### src/rtl/cache_pkg.sv
// Shared types and default geometry for the cache block refill responder.
package cache_pkg;

  typedef enum logic [0:0] {
    StIdle,
    StFill
  } fill_state_e;

  localparam int unsigned WORDS_PER_BLOCK_DEFAULT = 8;
  localparam int unsigned MEM_LATENCY_DEFAULT     = 4;
  localparam int unsigned ADDR_W_DEFAULT          = 16;

  // Word-offset width for the default block size.
  localparam int unsigned OFFSET_W = $clog2(WORDS_PER_BLOCK_DEFAULT);

  // Byte-offset bits inside one default-sized block (16-bit words, so one extra bit).
  localparam logic [ADDR_W_DEFAULT-1:0] BLOCK_BYTE_MASK =
      ADDR_W_DEFAULT'(2 * WORDS_PER_BLOCK_DEFAULT - 1);

  // Cycles fsm_busy stays high from the miss cycle to release.
  function automatic int unsigned release_cycles(input int unsigned wpb, input int unsigned lat);
    return 1 + wpb + lat - 1;
  endfunction

  localparam int unsigned RELEASE_CYCLES =
      release_cycles(WORDS_PER_BLOCK_DEFAULT, MEM_LATENCY_DEFAULT);

endpackage

### src/rtl/fill_counter.sv
// Saturating up-counter with synchronous clear; done flags the terminal count.
module fill_counter #(
  parameter int unsigned Width    = 4,
  parameter int unsigned MaxCount = 8
) (
  input  logic             clk_i,
  input  logic             rst_i,
  input  logic             clr_i,
  input  logic             en_i,
  output logic [Width-1:0] cnt_o,
  output logic             done_o
);

  logic [Width-1:0] cnt_q, cnt_d;

  assign done_o = (cnt_q == Width'(MaxCount));
  assign cnt_o  = cnt_q;

  // Clear wins over increment; the count holds once it reaches MaxCount.
  always_comb begin
    cnt_d = cnt_q;
    if (clr_i) begin
      cnt_d = '0;
    end else if (en_i && !done_o) begin
      cnt_d = cnt_q + 1'b1;
    end
  end

  // Count register with synchronous reset.
  always_ff @(posedge clk_i) begin
    if (rst_i) begin
      cnt_q <= '0;
    end else begin
      cnt_q <= cnt_d;
    end
  end

endmodule

### src/rtl/cache_fill_fsm.sv
// Cache block refill responder: stalls the pipeline on a miss, issues one word read per cycle
// to main memory, steers returned words into the data array and writes the tag with the last
// word. Optional macro CACHE_CRITICAL_WORD_FIRST_EN starts both issue and receive order at the
// missed word and wraps around the block.
module cache_fill_fsm
  import cache_pkg::*;
#(
  parameter int unsigned WORDS_PER_BLOCK = WORDS_PER_BLOCK_DEFAULT,
  parameter int unsigned MEM_LATENCY     = MEM_LATENCY_DEFAULT,
  parameter int unsigned ADDR_W          = ADDR_W_DEFAULT,
  localparam int unsigned OffW           = $clog2(WORDS_PER_BLOCK)
) (
  input  logic              clk_i,
  input  logic              rst_i,
  input  logic              miss_detected_i,
  input  logic [ADDR_W-1:0] miss_address_i,
  output logic              fsm_busy_o,
  output logic              mem_read_en_o,
  output logic [ADDR_W-1:0] memory_address_o,
  input  logic              memory_data_valid_i,
  output logic              write_data_array_o,
  output logic [OffW-1:0]   fill_word_offset_o,
  output logic              write_tag_array_o
);

  localparam int unsigned CntW = OffW + 1;
  localparam logic [ADDR_W-1:0] BlockMask = ADDR_W'(2 * WORDS_PER_BLOCK - 1);

  if (MEM_LATENCY < 1) begin : gen_bad_latency
    $error("MEM_LATENCY must be at least 1");
  end
  if (WORDS_PER_BLOCK < 2 || (WORDS_PER_BLOCK & (WORDS_PER_BLOCK - 1)) != 0) begin : gen_bad_wpb
    $error("WORDS_PER_BLOCK must be a power of two and at least 2");
  end

  fill_state_e state_q, state_d;
  logic [ADDR_W-1:0] base_q;
  logic [ADDR_W-1:0] addr_q;
  logic [ADDR_W-1:0] mem_addr;
  logic [CntW-1:0]   issue_cnt, recv_cnt;
  logic              issue_done, recv_done;
  logic              issue_en, recv_en, cnt_clr, take_miss;
  logic [OffW-1:0]   issue_word, recv_word;

  fill_counter #(
    .Width   (CntW),
    .MaxCount(WORDS_PER_BLOCK)
  ) u_issue_cnt (
    .clk_i  (clk_i),
    .rst_i  (rst_i),
    .clr_i  (cnt_clr),
    .en_i   (issue_en),
    .cnt_o  (issue_cnt),
    .done_o (issue_done)
  );

  fill_counter #(
    .Width   (CntW),
    .MaxCount(WORDS_PER_BLOCK)
  ) u_recv_cnt (
    .clk_i  (clk_i),
    .rst_i  (rst_i),
    .clr_i  (cnt_clr),
    .en_i   (recv_en),
    .cnt_o  (recv_cnt),
    .done_o (recv_done)
  );

  // Issue MSB is covered by issue_done; recv never saturates because completion clears it.
  logic unused_cnt_bits;
  assign unused_cnt_bits = ^{issue_cnt[OffW], recv_done};

`ifdef CACHE_CRITICAL_WORD_FIRST_EN
  logic [OffW-1:0] miss_off_q;

  // Offset adds wrap naturally at OffW bits.
  assign issue_word = miss_off_q + issue_cnt[OffW-1:0];
  assign recv_word  = miss_off_q + recv_cnt[OffW-1:0];

  // Word offset of the missed access, captured with the base.
  always_ff @(posedge clk_i) begin
    if (rst_i) begin
      miss_off_q <= '0;
    end else if (take_miss) begin
      miss_off_q <= miss_address_i[OffW:1];
    end
  end
`else
  assign issue_word = issue_cnt[OffW-1:0];
  assign recv_word  = recv_cnt[OffW-1:0];
`endif

  // Next-state and output decode; issue and receive run concurrently during a fill.
  always_comb begin
    state_d            = state_q;
    fsm_busy_o         = 1'b0;
    mem_read_en_o      = 1'b0;
    mem_addr           = addr_q;
    write_data_array_o = 1'b0;
    fill_word_offset_o = '0;
    write_tag_array_o  = 1'b0;
    issue_en           = 1'b0;
    recv_en            = 1'b0;
    cnt_clr            = 1'b0;
    take_miss          = 1'b0;
    unique case (state_q)
      StIdle: begin
        // Stall in the miss cycle itself.
        fsm_busy_o = miss_detected_i;
        if (miss_detected_i) begin
          take_miss = 1'b1;
          state_d   = StFill;
        end
      end
      StFill: begin
        fsm_busy_o = 1'b1;
        if (!issue_done) begin
          mem_read_en_o = 1'b1;
          mem_addr      = base_q + ADDR_W'({issue_word, 1'b0});
          issue_en      = 1'b1;
        end
        if (memory_data_valid_i) begin
          write_data_array_o = 1'b1;
          fill_word_offset_o = recv_word;
          recv_en            = 1'b1;
          if (recv_cnt == CntW'(WORDS_PER_BLOCK - 1)) begin
            write_tag_array_o = 1'b1;
            cnt_clr           = 1'b1;
            state_d           = StIdle;
          end
        end
      end
      default: state_d = StIdle;
    endcase
  end

  assign memory_address_o = mem_addr;

  // State, block base and last-issued address registers.
  always_ff @(posedge clk_i) begin
    if (rst_i) begin
      state_q <= StIdle;
      base_q  <= '0;
      addr_q  <= '0;
    end else begin
      state_q <= state_d;
      addr_q  <= mem_addr;
      if (take_miss) begin
        base_q <= miss_address_i & ~BlockMask;
      end
    end
  end

endmodule

### config.mk
export PLATFORM = sky130hd
export DESIGN_NAME = cache_fill_fsm
export DESIGN_NICKNAME = d
export VERILOG_FILES = /design/src/rtl/cache_pkg.sv /design/src/rtl/fill_counter.sv /design/src/rtl/cache_fill_fsm.sv
export SDC_FILE = /design/constraint.sdc
export NUM_CORES = 1
export LEC_CHECK = 0
export BUFFER_PORTS_ARGS = -buffer_cell sky130_fd_sc_hd__buf_2
export CORE_MARGIN = 3
export CORE_UTILIZATION = 56
export DETAILED_ROUTE_END_ITERATION = 16
export PLACE_DENSITY = 0.84
export SYNTH_ARGS = -nofsm -noshare
export SYNTH_HDL_FRONTEND = slang
export SYNTH_SLANG_ARGS = --single-unit
### constraint.sdc
create_clock -name clk_i -period 3.6 [get_ports clk_i]
set_input_delay 0.18 -clock clk_i [delete_from_list [all_inputs] [get_ports clk_i]]
set_output_delay 0.18 -clock clk_i [all_outputs]
set_load 0.02 [all_outputs]
# Word level (Yosys, flattened, before mapping)
# Index checks and enable logic that the tools add are counted.
[classes] n_addsub=3 n_eq_ne=3 n_mul=0 n_bitwise=1 n_reduce_logical=5 n_shift=0 n_mux=17 order_cmp=0 div=0
[op_table] cell="two-way mux 16 bit" count=2
[op_table] cell="adder 16 x 4 -> 16 bit" count=1
[op_table] cell="two-way mux 1 bit" count=11
[op_table] cell="adder 4 x 1 -> 4 bit (second input constant)" count=2
[op_table] cell="equality test 4 bit (second input constant)" count=2
[op_table] cell="two-way mux 3 bit" count=2
[op_table] cell="equality test 4 x 3 -> 1 bit (second input constant)" count=1
[op_table] cell="one-hot mux 1 bit (2 select lines)" count=2
[op_table] cell="logical AND 1 bit" count=2
[op_table] cell="zero test 1 bit" count=2
[op_table] cell="OR reduction 2 bit" count=1
[op_table] cell="NOT 1 bit" count=1
[word_totals] n_memories=0 output_inout_bits=23 ff_bits=37 mem_bits_rw=0 mem_bits_ro=0 latch_bits=0 inputBits=20

# Depth between registers and ports, before layout
[depth] word_depth=5 mapped_depth=7 mapped_depth_nobuf=5

# Hierarchy
# A second synthesis with hierarchy kept.
[hier_totals] hier_cells=166 hier_area_um2=1595.3
[modules_own_cells] mod="cache_fill_fsm" area_per_inst_um2=1147.4 cells_per_inst=116 seq_area_each_um2=580.6 n_inst=1
[modules_own_cells] mod="fill_counter" area_per_inst_um2=224.0 cells_per_inst=25 seq_area_each_um2=80.1 n_inst=2

# Worst setup path after synthesis
# OpenSTA, ideal clock, no wires.
[synth_path] path_type="register to output" from="register u_issue_cnt.cnt_q[0] (netlist: u_issue_cnt.cnt_o[0])" to="output port memory_address_o[0]" path_stages_with_launch=7 n_path_buf=1 slack_ns=1.878 arrival_ns=1.542 path_cell_list="dfxtp_1 -> inv_1 -> ha_1 -> and3b_1 -> buf_6 -> nor2_1 -> nor2b_1"
[synth_between] elab_chain_cells=3
[synth_rtl] element="start: declaration" line="fill_counter.sv:14" source="logic [Width-1:0] cnt_q, cnt_d;"
[synth_rtl] element="start signal: assignment" line="fill_counter.sv:34" source="cnt_q <= cnt_d;"
[synth_rtl] element="equality test 4 bit" line="fill_counter.sv:16" source="assign done_o = (cnt_q == Width'(MaxCount));"
[synth_rtl] element="two-way mux 16 bit" line="cache_fill_fsm.sv:117" source="if (!issue_done) begin"
[synth_rtl] element="two-way mux 16 bit" line="cache_fill_fsm.sv:106" source="unique case (state_q)"
[synth_rtl] element="end: declaration" line="cache_fill_fsm.sv:19" source="output logic [ADDR_W-1:0] memory_address_o,"
# No other way between the ends.

# Worst setup path in the final report
[layout_path] from="register u_issue_cnt.cnt_q[0] (netlist: u_issue_cnt.cnt_o[0])" to="output port memory_address_o[1]"
[layout_between] elab_chain_cells=3 word_cells_on_any_way=4
[layout_rtl] element="adder 16 x 4 -> 16 bit or equality test 4 bit (tied branches)" line="cache_fill_fsm.sv:119, fill_counter.sv:16"
[layout_rtl] element="two-way mux 16 bit *" line="cache_fill_fsm.sv:117"
[layout_rtl] element="two-way mux 16 bit *" line="cache_fill_fsm.sv:106"
# Every way passes the cells marked *; elsewhere a longest branch is shown, timed or not.

==> impl_metrics.env <==
export IMPL_path_cells="inv_1, ha_1, and3b_1, o21ai_0, nand2_1, buf_2"
export IMPL_die_h_um=60.92
export IMPL_relSlewSlack=0.4519
export IMPL_slowest_delay_ns=0.70
export IMPL_dp_cells=255
export IMPL_met2_usage=0.3450
export IMPL_p_leak_nw=0.8669
export IMPL_grt_usage=0.2059
export IMPL_synth_top_family_by_area="simple AND/OR/NAND/NOR gates"
export IMPL_numClockSinks=37
export IMPL_antenna_found_initial=0
export IMPL_post_cts_resized=0
export IMPL_grt_max_degree=33
export IMPL_postCtsHoldBufs=0
export IMPL_status="completed"
export IMPL_grt_pass1_vias=1320
export IMPL_report_final_slew_viol_count=0
export IMPL_numCtsBuffers=5
export IMPL_yosysWarnings=0
export IMPL_setup_tns_ns=0
export IMPL_clk_latency_ns=0.34
export IMPL_layout_commonest_cell="nand2_1"
export IMPL_diodes=0
export IMPL_drtIter0Drc=73
export IMPL_min_period_over_period=0.6718
export IMPL_ios=43
export IMPL_stdcell_area_um2=1878
export IMPL_switching_power_w=0.0002061
export IMPL_muxShareOfSynthArea=0.005926
export IMPL_period_needed_ns=2.419
export IMPL_ir_worst_vdd_v=0.0002693
export IMPL_reg2reg_slack_ns=1.72
export IMPL_netlist_instances=198
export IMPL_cts_root_buffer="clkbuf_4"
export IMPL_cp_max_fo=17
export IMPL_p_total_w=0.0007364
export IMPL_clock_skew_ns=0.009418
export IMPL_cp_required_ns=3.42
export IMPL_r2r_start="u_issue_cnt.cnt_o[0]"
export IMPL_area_growth_pct=11.19
export IMPL_finalWeightedCongestion=0.7538
export IMPL_setup_slack_ns=1.181
export IMPL_dieArea_um2=3711
export IMPL_layout_nets=255
export IMPL_netlist_area_um2=1689
export IMPL_drc=0
export IMPL_num_vias=1451
export IMPL_cap_violations=0
export IMPL_clockBufferDepth=2
export IMPL_crit_arrival_ns=2.24
export IMPL_synth_compound_area_frac=0.2193
export IMPL_cts_setup_buffers=0
export IMPL_wl_per_cell_um=12.74
export IMPL_layout_common_cells="41 x nand2_1, 38 x buf_2, 37 x dfxtp_1, 27 x a21oi_1, 17 x nand3_1"
export IMPL_r2r_end="addr_q[4]"
export IMPL_synth_enable_flop_cells=0
export IMPL_cp_top_family="simple AND/OR/NAND/NOR gates"
export IMPL_p_int_w=0.0005303
export IMPL_io_buffers=38
export IMPL_synth_distinct_cells=37
export IMPL_die_w_um=60.92
export IMPL_ys_flop_type="dfxtp_1"
export IMPL_vias_per_cell=5.517
export IMPL_ant_nets=0
export IMPL_cts_tree="built"
export IMPL_postPlaceCellArea_um2=1823
export IMPL_hold_class="primary input to flop"
export IMPL_synth_simple_gate_area_frac=0.2252
export IMPL_synthArstFlopShare=0
export IMPL_worstHoldStart="miss_address_i[8]"
export IMPL_critPathSlowestCell="and3b_1"
export IMPL_grt_busiest_layer="met2"
export IMPL_met1_usage=0.2641
export IMPL_hold_viol=0
export IMPL_holdPathEnd="base_q[8]"
export IMPL_avgSynthCellArea_um2=8.531
export IMPL_synth_nets=222
export IMPL_ys_seq_area_frac=0.4385
export IMPL_grt_util_met3=0.05106
export IMPL_wl_um=3350
export IMPL_reg2reg_depth=5
export IMPL_grt_pass1_wl_um=5727
export IMPL_worstMarginPinSlew_ns=0.8205
export IMPL_dp_hpwl_um=2314
export IMPL_cp_startpoint="u_issue_cnt.cnt_o[0]"
export IMPL_path_buf_inv=2
export IMPL_switching_share=0.2799
export IMPL_fin_cells=263
export IMPL_overflow=0
export IMPL_clk_pin_slew_ns=0.12
export IMPL_power_frac_clock=0.285
export IMPL_fmax_mhz=413.5
export IMPL_core_area_um2=2805
export IMPL_comb_power_share=0.126
export IMPL_synth_seq_cells=37
export IMPL_synth_xor_xnor_area_share=0.005185
export IMPL_worst_setup_path_end_kind="primary output"
export IMPL_setup_worst_path_class="flop to primary output"
export IMPL_setup_violations=0
export IMPL_hold_depth=3
export IMPL_fill_cells=259
export IMPL_synthAdderAreaFrac=0.02963
export IMPL_drtPass1Iterations=4
export IMPL_rsz0062_at_grt="false"
export IMPL_post_place_ws_ns=1.528
export IMPL_cp_start_kind="flop"
export IMPL_num_rows=19
export IMPL_power_frac_seq=0.589
export IMPL_htree_levels=2
export IMPL_power_density_nw_per_um2=392.1
export IMPL_drive_gt1_frac=0.2974
export IMPL_start_util=0.6021
==> tightest hold or removal path, delay by kind of cell <==
family	cells	cell delay [ns]
buffers and inverters	1	0.09
AOI/OAI and AO/OA	1	0.05
and+or+nand+nor	1	0.04
==> per-layer routing <==
metal,vias to the layer above,part of all wire
met4,0,0.011
met1,663,0.46
met5,-,0
met3,5,0.049
met2,36,0.48
li1,747,-
==> layout make-up <==
type | count | area (um^2) | share of cell area
Timing Repair Buffer | 39 | 197.7 | 0.1053
Multi-Input combinational cell | 141 | 819.5 | 0.4364
Clock inverter | 3 | 17.52 | 0.009327
Tap cell | 31 | 38.79 | 0.02065
Sequential cell | 37 | 740.7 | 0.3944
Clock buffer | 5 | 37.54 | 0.01999
Inverter | 7 | 26.28 | 0.01399
==> worst max-delay path by stage <==
stage                          endpoint  cells past startpoint
floorplan           memory_address_o[0]                      6
global placement    memory_address_o[1]                      6
detailed placement  memory_address_o[2]                      6
CTS                 memory_address_o[2]                      6
global route        memory_address_o[4]                      6
finish              memory_address_o[1]                      6
==> stage by stage <==
| step | hold slack (ns) | utilization |
|---|---|---|
| finish | 0.06131 | 0.6695 |
| detailed placement | 0.4258 | 0.6499 |
| global route | 0.06953 | 0.6695 |
| floorplan | 0.3160 | - |
| global placement | 0.4230 | 0.6499 |
| CTS | 0.06098 | 0.6695 |
==> kinds of logic (layout without fill, tap and decap cells) <==
kind of cell / Yosys count / in the layout
and+or+nand+nor: 79 / 79
AOI/OAI and AO/OA: 56 / 56
DFF: 37 / 37
buffers and inverters: 20 / 54
adders and majority gates: 4 / 4
xor gates and xnor gates: 1 / 1
muxes: 1 / 1
==> state kept, by name, summed over array words and instances, names as in the netlist <==
register and flops:
addr_q 16, base_q 12, state_q 1, u_issue_cnt.cnt_o 4
u_recv_cnt.cnt_o 4
==> power by group through the flow <==
stage          clock [W]  sequential (W)  combinational [W]
4_1_cts         0.000212        0.000433          0.0000938
2_1_floorplan          0        0.000440          0.0000692
5_1_grt         0.000234        0.000436           0.000106
3_5_place_dp           0        0.000443          0.0000936
3_3_place_gp           0        0.000442          0.0000917
6_report        0.000210        0.000433          0.0000931
==> Yosys cell counts, drive strengths merged, types with 2 or more instances <==
cell type | n | area share
a21oi | 32 | 0.11
and3 | 2 | 0.010
and3b | 2 | 0.010
buf | 12 | 0.059
dfxtp | 37 | 0.44
ha | 4 | 0.030
inv | 7 | 0.016
nand2 | 41 | 0.091
nand3 | 17 | 0.050
nor2 | 5 | 0.013
nor2b | 4 | 0.016
o21ai | 18 | 0.076
(Power assumes the default switching activity.)
